$ cat src/rtl/bf16_pkg.sv
// rtl/bf16_pkg.sv - bfloat16 format constants and the packed operand type
package bf16_pkg;

    localparam int BF16_SIGN_W = 1;
    localparam int BF16_EXP_W  = 8;
    localparam int BF16_MAN_W  = 7;
    localparam int BF16_BIAS   = 127;

    localparam logic [BF16_EXP_W-1:0] BF16_EXP_MAX = 8'hFF;
    localparam logic [15:0]           BF16_QNAN    = 16'h7FC0;

    typedef struct packed {
        logic                  s;
        logic [BF16_EXP_W-1:0] e;
        logic [BF16_MAN_W-1:0] m;
    } bf16_t;

endpackage

$ cat src/rtl/bf16_lzc.sv
// rtl/bf16_lzc.sv - 11-bit leading-zero counter for the adder normalize step
module bf16_lzc (
    input  logic [10:0] value,
    output logic [3:0]  count
);

    // Scan upward so the most significant set bit is the last one to write count.
    always_comb begin
        count = 4'd11;
        for (int i = 0; i < 11; i++) begin
            if (value[i]) begin
                count = 4'(10 - i);
            end
        end
    end

endmodule

$ cat src/rtl/bf16_adder.sv
// rtl/bf16_adder.sv - registered bfloat16 adder, RNE rounding, one-cycle latency
// Define BF16_DENORM_EN for subnormal inputs/results; otherwise flush-to-zero.
module bf16_adder
    import bf16_pkg::*;
(
    input  logic       clk,
    input  logic       rst,
    input  logic       sa_i,
    input  logic [7:0] ea_i,
    input  logic [6:0] ma_i,
    input  logic       sb_i,
    input  logic [7:0] eb_i,
    input  logic [6:0] mb_i,
    output logic       s_o,
    output logic [7:0] e_o,
    output logic [6:0] m_o
);

    logic a_nan, b_nan, a_inf, b_inf, a_zero, b_zero;
    logic [7:0] sig_a, sig_b, eff_ea, eff_eb;

    assign a_nan = (ea_i == BF16_EXP_MAX) && (ma_i != 7'h00);
    assign b_nan = (eb_i == BF16_EXP_MAX) && (mb_i != 7'h00);
    assign a_inf = (ea_i == BF16_EXP_MAX) && (ma_i == 7'h00);
    assign b_inf = (eb_i == BF16_EXP_MAX) && (mb_i == 7'h00);

`ifdef BF16_DENORM_EN
    assign a_zero = (ea_i == 8'h00) && (ma_i == 7'h00);
    assign b_zero = (eb_i == 8'h00) && (mb_i == 7'h00);
    assign sig_a  = {ea_i != 8'h00, ma_i};
    assign sig_b  = {eb_i != 8'h00, mb_i};
    assign eff_ea = (ea_i == 8'h00) ? 8'd1 : ea_i;
    assign eff_eb = (eb_i == 8'h00) ? 8'd1 : eb_i;
`else
    assign a_zero = (ea_i == 8'h00);
    assign b_zero = (eb_i == 8'h00);
    assign sig_a  = {1'b1, ma_i};
    assign sig_b  = {1'b1, mb_i};
    assign eff_ea = ea_i;
    assign eff_eb = eb_i;
`endif

    logic        a_ge, big_s;
    logic [7:0]  big_e, small_e, big_sig, small_sig, diff;
    logic [10:0] small_ext, lost_mask, aligned;
    logic [11:0] sum;

    // Align: the smaller significand carries three extra bits (guard, round, sticky).
    always_comb begin
        a_ge      = {ea_i, ma_i} >= {eb_i, mb_i};
        big_s     = a_ge ? sa_i   : sb_i;
        big_e     = a_ge ? eff_ea : eff_eb;
        small_e   = a_ge ? eff_eb : eff_ea;
        big_sig   = a_ge ? sig_a  : sig_b;
        small_sig = a_ge ? sig_b  : sig_a;
        diff      = big_e - small_e;
        small_ext = {small_sig, 3'b000};
        lost_mask = (11'd1 << diff) - 11'd1;
        if (diff >= 8'd11) begin
            aligned = 11'd1;
        end else begin
            aligned = (small_ext >> diff) | {10'd0, |(small_ext & lost_mask)};
        end
        if (sa_i ^ sb_i) begin
            sum = {1'b0, big_sig, 3'b000} - {1'b0, aligned};
        end else begin
            sum = {1'b0, big_sig, 3'b000} + {1'b0, aligned};
        end
    end

    logic [3:0] lz;

    bf16_lzc u_lzc (
        .value (sum[10:0]),
        .count (lz)
    );

    logic [3:0]        shamt;
    logic [10:0]       norm;
    logic signed [9:0] exp_n, exp_r;
    logic              round_up;
    logic [8:0]        rnd;
    logic [6:0]        mant;
`ifdef BF16_DENORM_EN
    logic [7:0]        max_shift;
`endif

    always_comb begin
        shamt = lz;
        norm  = '0;
`ifdef BF16_DENORM_EN
        max_shift = big_e - 8'd1;
`endif
        if (sum[11]) begin
            norm  = sum[11:1] | {10'd0, sum[0]};
            exp_n = $signed({2'b00, big_e}) + 10'sd1;
        end else begin
            exp_n = $signed({2'b00, big_e}) - $signed({6'd0, lz});
`ifdef BF16_DENORM_EN
            // Stop at effective exponent 1; what remains is a subnormal result.
            if ({4'd0, lz} > max_shift) begin
                shamt = max_shift[3:0];
                exp_n = '0;
            end
`endif
            norm = sum[10:0] << shamt;
        end
        round_up = norm[2] & (norm[1] | norm[0] | norm[3]);
        rnd      = {1'b0, norm[10:3]} + {8'd0, round_up};
        exp_r    = exp_n + $signed({9'd0, rnd[8]});
        if ((exp_n == 10'sd0) && rnd[7]) begin
            exp_r = 10'sd1;
        end
        mant = rnd[8] ? 7'd0 : rnd[6:0];
    end

    logic uflow;
`ifdef BF16_DENORM_EN
    assign uflow = 1'b0;
`else
    assign uflow = (exp_n <= 10'sd0);
`endif

    bf16_t res;

    always_comb begin
        res = '0;
        if (a_nan || b_nan) begin
            res = bf16_t'(BF16_QNAN);
        end else if (a_inf && b_inf) begin
            res = (sa_i == sb_i) ? {sa_i, BF16_EXP_MAX, 7'h00} : bf16_t'(BF16_QNAN);
        end else if (a_inf) begin
            res = {sa_i, BF16_EXP_MAX, 7'h00};
        end else if (b_inf) begin
            res = {sb_i, BF16_EXP_MAX, 7'h00};
        end else if (a_zero && b_zero) begin
            res = {sa_i & sb_i, 15'd0};
        end else if (a_zero) begin
            res = {sb_i, eb_i, mb_i};
        end else if (b_zero) begin
            res = {sa_i, ea_i, ma_i};
        end else if (sum == 12'd0) begin
            res = '0;
        end else if (uflow) begin
            res = {big_s, 15'd0};
        end else if (exp_r >= 10'sd255) begin
            res = {big_s, BF16_EXP_MAX, 7'h00};
        end else begin
            res = {big_s, exp_r[7:0], mant};
        end
    end

    always_ff @(posedge clk or posedge rst) begin
        if (rst) begin
            s_o <= 1'b0;
            e_o <= 8'h00;
            m_o <= 7'h00;
        end else begin
            s_o <= res.s;
            e_o <= res.e;
            m_o <= res.m;
        end
    end

endmodule

$ cat config.mk
export PLATFORM = sky130hd
export DESIGN_NAME = bf16_adder
export DESIGN_NICKNAME = d
export VERILOG_FILES = /design/src/rtl/bf16_pkg.sv /design/src/rtl/bf16_lzc.sv /design/src/rtl/bf16_adder.sv
export SDC_FILE = /design/constraint.sdc
export NUM_CORES = 1
export LEC_CHECK = 0
export CAP_MARGIN = 20
export CELL_PAD_IN_SITES_DETAIL_PLACEMENT = 1
export CELL_PAD_IN_SITES_GLOBAL_PLACEMENT = 1
export CORE_UTILIZATION = 47
export CTS_CLUSTER_SIZE = 30
export DETAILED_ROUTE_END_ITERATION = 7
export HOLD_SLACK_MARGIN = 0.06
export PLACE_DENSITY = 0.95
export RECOVER_POWER = 50
export SYNTH_ARGS = -nofsm -noshare
export SYNTH_HDL_FRONTEND = slang
export SYNTH_SLANG_ARGS = --single-unit
$ cat constraint.sdc
create_clock -name clk -period 1.23 [get_ports clk]
set_input_delay 0.246 -clock clk [delete_from_list [all_inputs] [get_ports clk]]
set_output_delay 0.246 -clock clk [all_outputs]
set_load 0.03 [all_outputs]
==> results of run 1 <==
[through the flow]
stage | instances | TNS, ns | hold slack [ns] | area (µm²) | setup WS [ns]
after global placement | 1285 | -123.87 | 0.569 | 8660 | -7.98
after floorplan | 820 | -119.95 | 0.160 | 5880 | -7.89
[cell families after synthesis]
logic type | count (synthesis) | share of synthesized area [%]
simple gates | 332 | 29.6
mux | 47 | 8.83
xor+xnor | 27 | 4.24
buf+inv | 87 | 6.03
compound gates | 269 | 34.5
flops | 16 | 7.17
fa+ha+maj | 42 | 9.69
[cells in the mapped netlist, drive strengths merged (16+ instances only)]
master | n | area (µm²)
nor3 | 25 | 148
nor2 | 80 | 303
ha | 40 | 500
o21ai | 56 | 284
nand2 | 98 | 368
xnor2 | 16 | 140
nor4 | 18 | 119
nand3 | 22 | 115
a21oi | 49 | 245
clkbuf | 32 | 120
dfrtp | 16 | 400
inv | 44 | 165
a31oi | 18 | 113
mux2i | 38 | 380
==> impl_metrics.sql, run 1 <==
INSERT INTO impl_metrics (metric_group, metric, value, unit) VALUES
('outcome', 'outcome', 'aborted with a tool error', ''),
('outcome', 'lastStage', 'detailed placement', ''),
('outcome', 'stop_error', '[ERROR DPL-0033] detailed placement checks failed during check placement.', ''),
('yosys', 'synth_flop_cell', 'sky130_fd_sc_hd__dfrtp_1', ''),
('place', 'place.gp.congestion', '1.06', ''),
('die', 'die_w', '111', 'µm'),
('yosys', 'synth.yosys.seq_area_share', '7.17', '%'),
('place', 'placement.io_buffers', '49', ''),
('yosys', 'yosys_register_bits', '16', ''),
('die', 'num_io_pins', '50', ''),
('yosys', 'avgSynthCellArea', '6.81', 'µm²'),
('yosys', 'post_synth_instance_area', '5580', 'µm²'),
('place', 'post-dp-hpwl', '34500', 'µm'),
('yosys', 'synth_enable_flop_cells', '0', ''),
('die', 'fp-row-count', '39', ''),
('yosys', 'ys_async_sr_fraction', '100', '%'),
('yosys', 'yosys.cell_types.count', '90', ''),
('yosys', 'synthesis.instances', '820', ''),
('yosys', 'syn-num-nets', '896', ''),
('die', 'starting_density_of_the_core', '48.5', '%'),
('yosys', 'yosysWarningCount', '0', ''),
('die', 'die_h', '111', 'µm');
==> run 2, diff against run 1 <==
--- a/config.mk
+++ b/config.mk
@@ -6,13 +6,9 @@
 export NUM_CORES = 1
 export LEC_CHECK = 0
 export CAP_MARGIN = 20
-export CELL_PAD_IN_SITES_DETAIL_PLACEMENT = 1
-export CELL_PAD_IN_SITES_GLOBAL_PLACEMENT = 1
-export CORE_UTILIZATION = 47
-export CTS_CLUSTER_SIZE = 30
+export CORE_UTILIZATION = 40
 export DETAILED_ROUTE_END_ITERATION = 7
-export HOLD_SLACK_MARGIN = 0.06
-export PLACE_DENSITY = 0.95
+export PLACE_DENSITY_LB_ADDON = 0.15
 export RECOVER_POWER = 50
 export SYNTH_ARGS = -nofsm -noshare
 export SYNTH_HDL_FRONTEND = slang
==> impl_metrics.sql, run 2 <==
INSERT INTO impl_metrics (metric_group, metric, value, unit) VALUES
('outcome', 'outcome', 'finished, violations left', ''),
('outcome', 'failed_checks', 'setup timing', ''),
('yosys', 'yosysWarningCount', '0', ''),
('sta', 'timing.setup.tns', '-116.30', 'ns'),
('global_route', 'first_global_vias', '8493', ''),
('yosys', 'ys_async_sr_fraction', '100', '%'),
('worst_setup_path', 'worst-path-max-fanout', '8', ''),
('die', 'die_area', '14400', 'µm²'),
('finish', 'n_fill_cell', '915', ''),
('sta', 'finalWorstSetupSlack', '-7.50', 'ns'),
('yosys', 'synthesis.instances', '820', ''),
('die', 'die_h', '120', 'µm'),
('worst_setup_path', 'critPathSlowestCell', 'sky130_fd_sc_hd__or4b_4', ''),
('die', 'floorplan_core_area', '13400', 'µm²'),
('route', 'drtIter0Drc', '721', ''),
('yosys', 'synth_area_leader_cell', 'sky130_fd_sc_hd__ha_1', ''),
('die', 'fp-row-count', '42', ''),
('clock_tree', 'clkSinkCount', '16', ''),
('worst_setup_path', 'critical_path.max_stage_delay', '0.50', 'ns'),
('power_and_ir_drop', 'report.power.total', '12.4', 'mW'),
('place', 'place.gp.congestion', '0.984', ''),
('sta', 'final_hold_vios', '0', ''),
('place', 'placement.io_buffers', '49', ''),
('finish', 'commonest_non_fill_non_tap_cell_in_the_layout', 'sky130_fd_sc_hd__buf_4', ''),
('yosys', 'synth_top_area_share', '8.97', '%'),
('worst_setup_path', 'crit_path_end_kind', 'flop', ''),
('route', 'highest_routed_metal_layer', 'met4', ''),
('yosys', 'avgSynthCellArea', '6.81', 'µm²'),
('power_and_ir_drop', 'cellLeakagePower', '4.74', 'nW'),
('finish', 'largest_register', 'e_o', ''),
('global_route', 'overflow', '0', ''),
('sta', 'finalSetupViolations', '16', ''),
('die', 'die_w', '120', 'µm'),
('global_route', 'number_of_antenna_violations_at_the_first_check_in_global_routing', '0', ''),
('yosys', 'synth_flop_cell', 'sky130_fd_sc_hd__dfrtp_1', ''),
('yosys', 'synthTopCellsByArea', 'sky130_fd_sc_hd__ha_1 9.0%, sky130_fd_sc_hd__dfrtp_1 7.2%, sky130_fd_sc_hd__mux2i_1 6.8%', ''),
('sta', 'maxClockFrequency', '114', 'MHz'),
('worst_setup_path', 'critical_path.startpoint_type', 'primary input', ''),
('yosys', 'netlist_top_cells_count', '98 x sky130_fd_sc_hd__nand2_1, 79 x sky130_fd_sc_hd__nor2_1, 53 x sky130_fd_sc_hd__o21ai_0', ''),
('yosys', 'synth.yosys.seq_area_share', '7.17', '%'),
('worst_setup_path', 'critical_path_buf_inv_count', '10', ''),
('yosys', 'yosys.cell_types.count', '90', ''),
('route', 'route.detailed.drc', '0', ''),
('finish', 'largest_register_ff_count', '8', ''),
('sta', 'relSlewSlack', '44.5', '%'),
('finish', 'drive_above_1_share', '53.2', '%'),
('finish', 'layout_common_cells', '395 x sky130_fd_sc_hd__buf_4, 86 x sky130_fd_sc_hd__nand2_1, 67 x sky130_fd_sc_hd__nor2_1', ''),
('flow_run', 'maxCapViolations', '0', ''),
('global_route', 'grt_start_max_net_pins', '26', ''),
('power_and_ir_drop', 'vdd_ir_drop_max', '0.000880', 'V'),
('finish', 'finish.utilization', '78.5', '%'),
('yosys', 'synth_enable_flop_cells', '0', ''),
('yosys', 'post_synth_instance_area', '5580', 'µm²'),
('finish', 'layout_top_registers', 'e_o x8, m_o x7, s_o x1', ''),
('clock_tree', 'tritoncts.num_buffers', '3', ''),
('global_route', 'grt_use_total', '35.4', '%'),
('route', 'detailroute.wirelength.met3', '1810', 'µm'),
('die', 'num_io_pins', '50', ''),
('clock_tree', 'clk_transition_reported_paths', '0.05', 'ns'),
('clock_tree', 'cts_htree_levels', '1', ''),
('sta', 'grt_setup_unrepaired', 'true', ''),
('sta', 'clock_period_minus_worst_slack', '8.73', 'ns'),
('route', 'firstDrtPassIters', '7', ''),
('route', 'drt-vias-per-instance', '6.03', ''),
('sta', 'worst_tran_pin_value', '0.833', 'ns'),
('power_and_ir_drop', 'power.density_cell_area', '1180', 'nW/µm²'),
('clock_tree', 'maximum_number_of_buffers_from_clock_root_to_sink', '2', ''),
('worst_hold_path', 'hold_path_class', 'in -> reg', ''),
('yosys', 'syn-num-nets', '896', ''),
('finish', 'antenna_fix_cells', '0', ''),
('sta', 'drv_slew', '0', ''),
('route', 'drt.antenna.violating_nets', '0', ''),
('finish', 'syn_to_final_growth', '88.5', '%'),
('route', 'drt-total-wl', '27100', 'µm'),
('worst_setup_path', 'arrival', '8.86', 'ns'),
('route', 'num_vias', '8569', ''),
('die', 'starting_density_of_the_core', '41.6', '%'),
('route', 'route.layer.met1.wl', '11000', 'µm'),
('worst_setup_path', 'timing_worst_setup_path_type', 'in -> reg', ''),
('route', 'route.met2.wl', '13300', 'µm'),
('worst_setup_path', 'timing.critical_path.max_delay_family', 'compound AO/OA/AOI/OAI gates', ''),
('clock_tree', 'cts.root.buffer_cell', 'sky130_fd_sc_hd__clkbuf_16', ''),
('sta', 'final_min_period_over_clock_period', '710', '%'),
('yosys', 'yosys_register_bits', '16', ''),
('clock_tree', 'ctsHoldBuffers', '0', ''),
('yosys', 'synth.most_common_cell', 'sky130_fd_sc_hd__nand2_1', ''),
('worst_setup_path', 'cp.required', '1.35', 'ns'),
('global_route', 'global_route_wire_length_before_repair', '41500', 'µm'),
('clock_tree', 'tritoncts_clock_tree', 'yes', ''),
('route', 'post_drt_wl_per_cell', '19.1', 'µm'),
('finish', 'finish.net_count', '1323', ''),
('place', 'post-dp-hpwl', '19800', 'µm');
run 2: cell counts after synthesis:
No cell type changed its count.
run 2: per-stage QoR:
stage	worst slack (ns)	std cells	hold slack [ns]	area, µm²
after floorplan	-7.89	820	0.160	5880
after global placement	-8.19	1336	0.567	8820
after detailed placement	-8.40	1336	0.573	8820
after CTS	-7.32	1386	0.319	9830
after global routing	-7.96	1422	0.421	10500
final	-7.50	1422	0.402	10500
run 2: final cells by class:
cell class / count / area (µm²) / share of cell area (%)
timing repair buffer: 463 / 3620 / 34.4
sequential: 16 / 400 / 3.81
multi-input combinational: 717 / 6000 / 57.0
clock buffer: 4 / 88.8 / 0.845
inverter: 46 / 190 / 1.81
tap: 176 / 220 / 2.09
run 2: timing repair:
action / in CTS / in global routing
gates cloned: 0 / 0
pin swaps: 85 / 104
setup buffers: 47 / 38
setup endpoints to repair: 16 / 16
resized for setup: 203 / 127
run 2: where the power goes:
part	total [mW]	internal, mW	leakage (nW)	switching [mW]
Sequential	0.836	0.747	0.189	0.0892
Combinational	10.9	5.36	4.51	5.50
Clock	0.689	0.493	0.0442	0.196
run 2: routing by layer:
metal	track usage, %	up-vias
met2	62.9	455
met5	0	-
li1	-	3953
met4	13.3	0
met3	3.18	100
met1	43.8	4061
run 2: cell families after synthesis:
logic type	after synthesis	synth area share, %
flops	16	7.17
xor+xnor	27	4.24
simple gates	332	29.6
compound gates	269	34.5
buf+inv	87	6.03
mux	47	8.83
fa+ha+maj	42	9.69
run 2: final timing paths:
kind	from	endpoint	slack, ns	cells past startpoint
setup / recovery	ma_i[3]	m_o[1]	-7.50	49
hold / removal	eb_i[3]	e_o[3]	0.40	4
max in group asynchronous	rst	m_o[1]	0.18	3
min in group asynchronous	rst	e_o[0]	0.54	3
Note: power is estimated with default switching activity, not from simulation.
==> run 3, diff against run 2 <==
--- a/config.mk
+++ b/config.mk
@@ -5,8 +5,7 @@
 export SDC_FILE = /design/constraint.sdc
 export NUM_CORES = 1
 export LEC_CHECK = 0
-export CAP_MARGIN = 20
-export CORE_UTILIZATION = 40
+export CORE_UTILIZATION = 60
 export DETAILED_ROUTE_END_ITERATION = 7
 export PLACE_DENSITY_LB_ADDON = 0.15
 export RECOVER_POWER = 50
==> impl_metrics.sql, run 3 <==
INSERT INTO impl_metrics (metric_group, metric, value, unit) VALUES
('outcome', 'outcome', 'aborted with a tool error', ''),
('outcome', 'lastStage', 'clock tree synthesis', ''),
('outcome', 'stop_error', '[ERROR DPL-0038] Utilization greater than 100%, impossible to legalize', ''),
('die', 'die_h', '98.4', 'µm'),
('yosys', 'synthesis.instances', '820', ''),
('clock_tree', 'tritoncts.num_buffers', '3', ''),
('place', 'dp.cells', '1245', ''),
('clock_tree', 'ctsHoldBuffers', '0', ''),
('yosys', 'post_synth_instance_area', '5580', 'µm²'),
('clock_tree', 'post_cts.repair.setup_buffers', '57', ''),
('yosys', 'netlist_top_cells_count', '98 x sky130_fd_sc_hd__nand2_1, 79 x sky130_fd_sc_hd__nor2_1, 53 x sky130_fd_sc_hd__o21ai_0', ''),
('place', 'placement.io_buffers', '49', ''),
('yosys', 'synth_compound_gate_area_share', '34.5', '%'),
('yosys', 'syn-num-nets', '896', ''),
('yosys', 'synth_top_area_share', '8.97', '%'),
('clock_tree', 'post_cts_resize_count', '311', ''),
('yosys', 'synth_top_family_by_area', 'compound AO/OA/AOI/OAI gates', ''),
('clock_tree', 'cts_htree_levels', '1', ''),
('clock_tree', 'cts.root.buffer_cell', 'sky130_fd_sc_hd__clkbuf_8', ''),
('place', 'post-dp-hpwl', '24900', 'µm'),
('yosys', 'yosysWarningCount', '0', ''),
('yosys', 'synth.most_common_cell', 'sky130_fd_sc_hd__nand2_1', ''),
('die', 'die_w', '98.4', 'µm'),
('place', 'place.gp.congestion', '1.14', ''),
('die', 'starting_density_of_the_core', '63.1', '%'),
('die', 'num_io_pins', '50', ''),
('yosys', 'yosys_register_bits', '16', ''),
('yosys', 'synth_xor_xnor_area_share', '4.24', '%'),
('yosys', 'yosys.cell_types.count', '90', ''),
('yosys', 'ys_async_sr_fraction', '100', '%'),
('yosys', 'synth_enable_flop_cells', '0', ''),
('yosys', 'synth.yosys.seq_area_share', '7.17', '%'),
('yosys', 'synth-simple-area-share', '29.6', '%'),
('yosys', 'avgSynthCellArea', '6.81', 'µm²'),
('yosys', 'synth_area_leader_cell', 'sky130_fd_sc_hd__ha_1', ''),
('yosys', 'muxShareOfSynthArea', '8.83', '%'),
('die', 'fp-row-count', '34', ''),
('yosys', 'synth_flop_cell', 'sky130_fd_sc_hd__dfrtp_1', ''),
('clock_tree', 'clkSinkCount', '16', ''),
('yosys', 'synthTopCellsByArea', 'sky130_fd_sc_hd__ha_1 9.0%, sky130_fd_sc_hd__dfrtp_1 7.2%, sky130_fd_sc_hd__mux2i_1 6.8%', ''),
('yosys', 'synthAdderAreaFrac', '9.69', '%'),
('clock_tree', 'maximum_number_of_buffers_from_clock_root_to_sink', '2', '');
==> run 3: cell counts after synthesis <==
No cell type changed its count.
==> run 3: stage by stage <==
step,setup WS [ns],setup TNS [ns],hold WS (ns),utilization (%),instance area (µm²)
after floorplan,-7.89,-119.95,0.160,-,5880
after global placement,-8.09,-125.68,0.560,96.8,8570
after detailed placement,-8.97,-139.43,0.627,96.8,8570
==> run 3: cells by family after synthesis <==
family,count (synthesis)
mux,47
xor+xnor,27
simple gates,332
buf+inv,87
flops,16
fa+ha+maj,42
compound gates,269
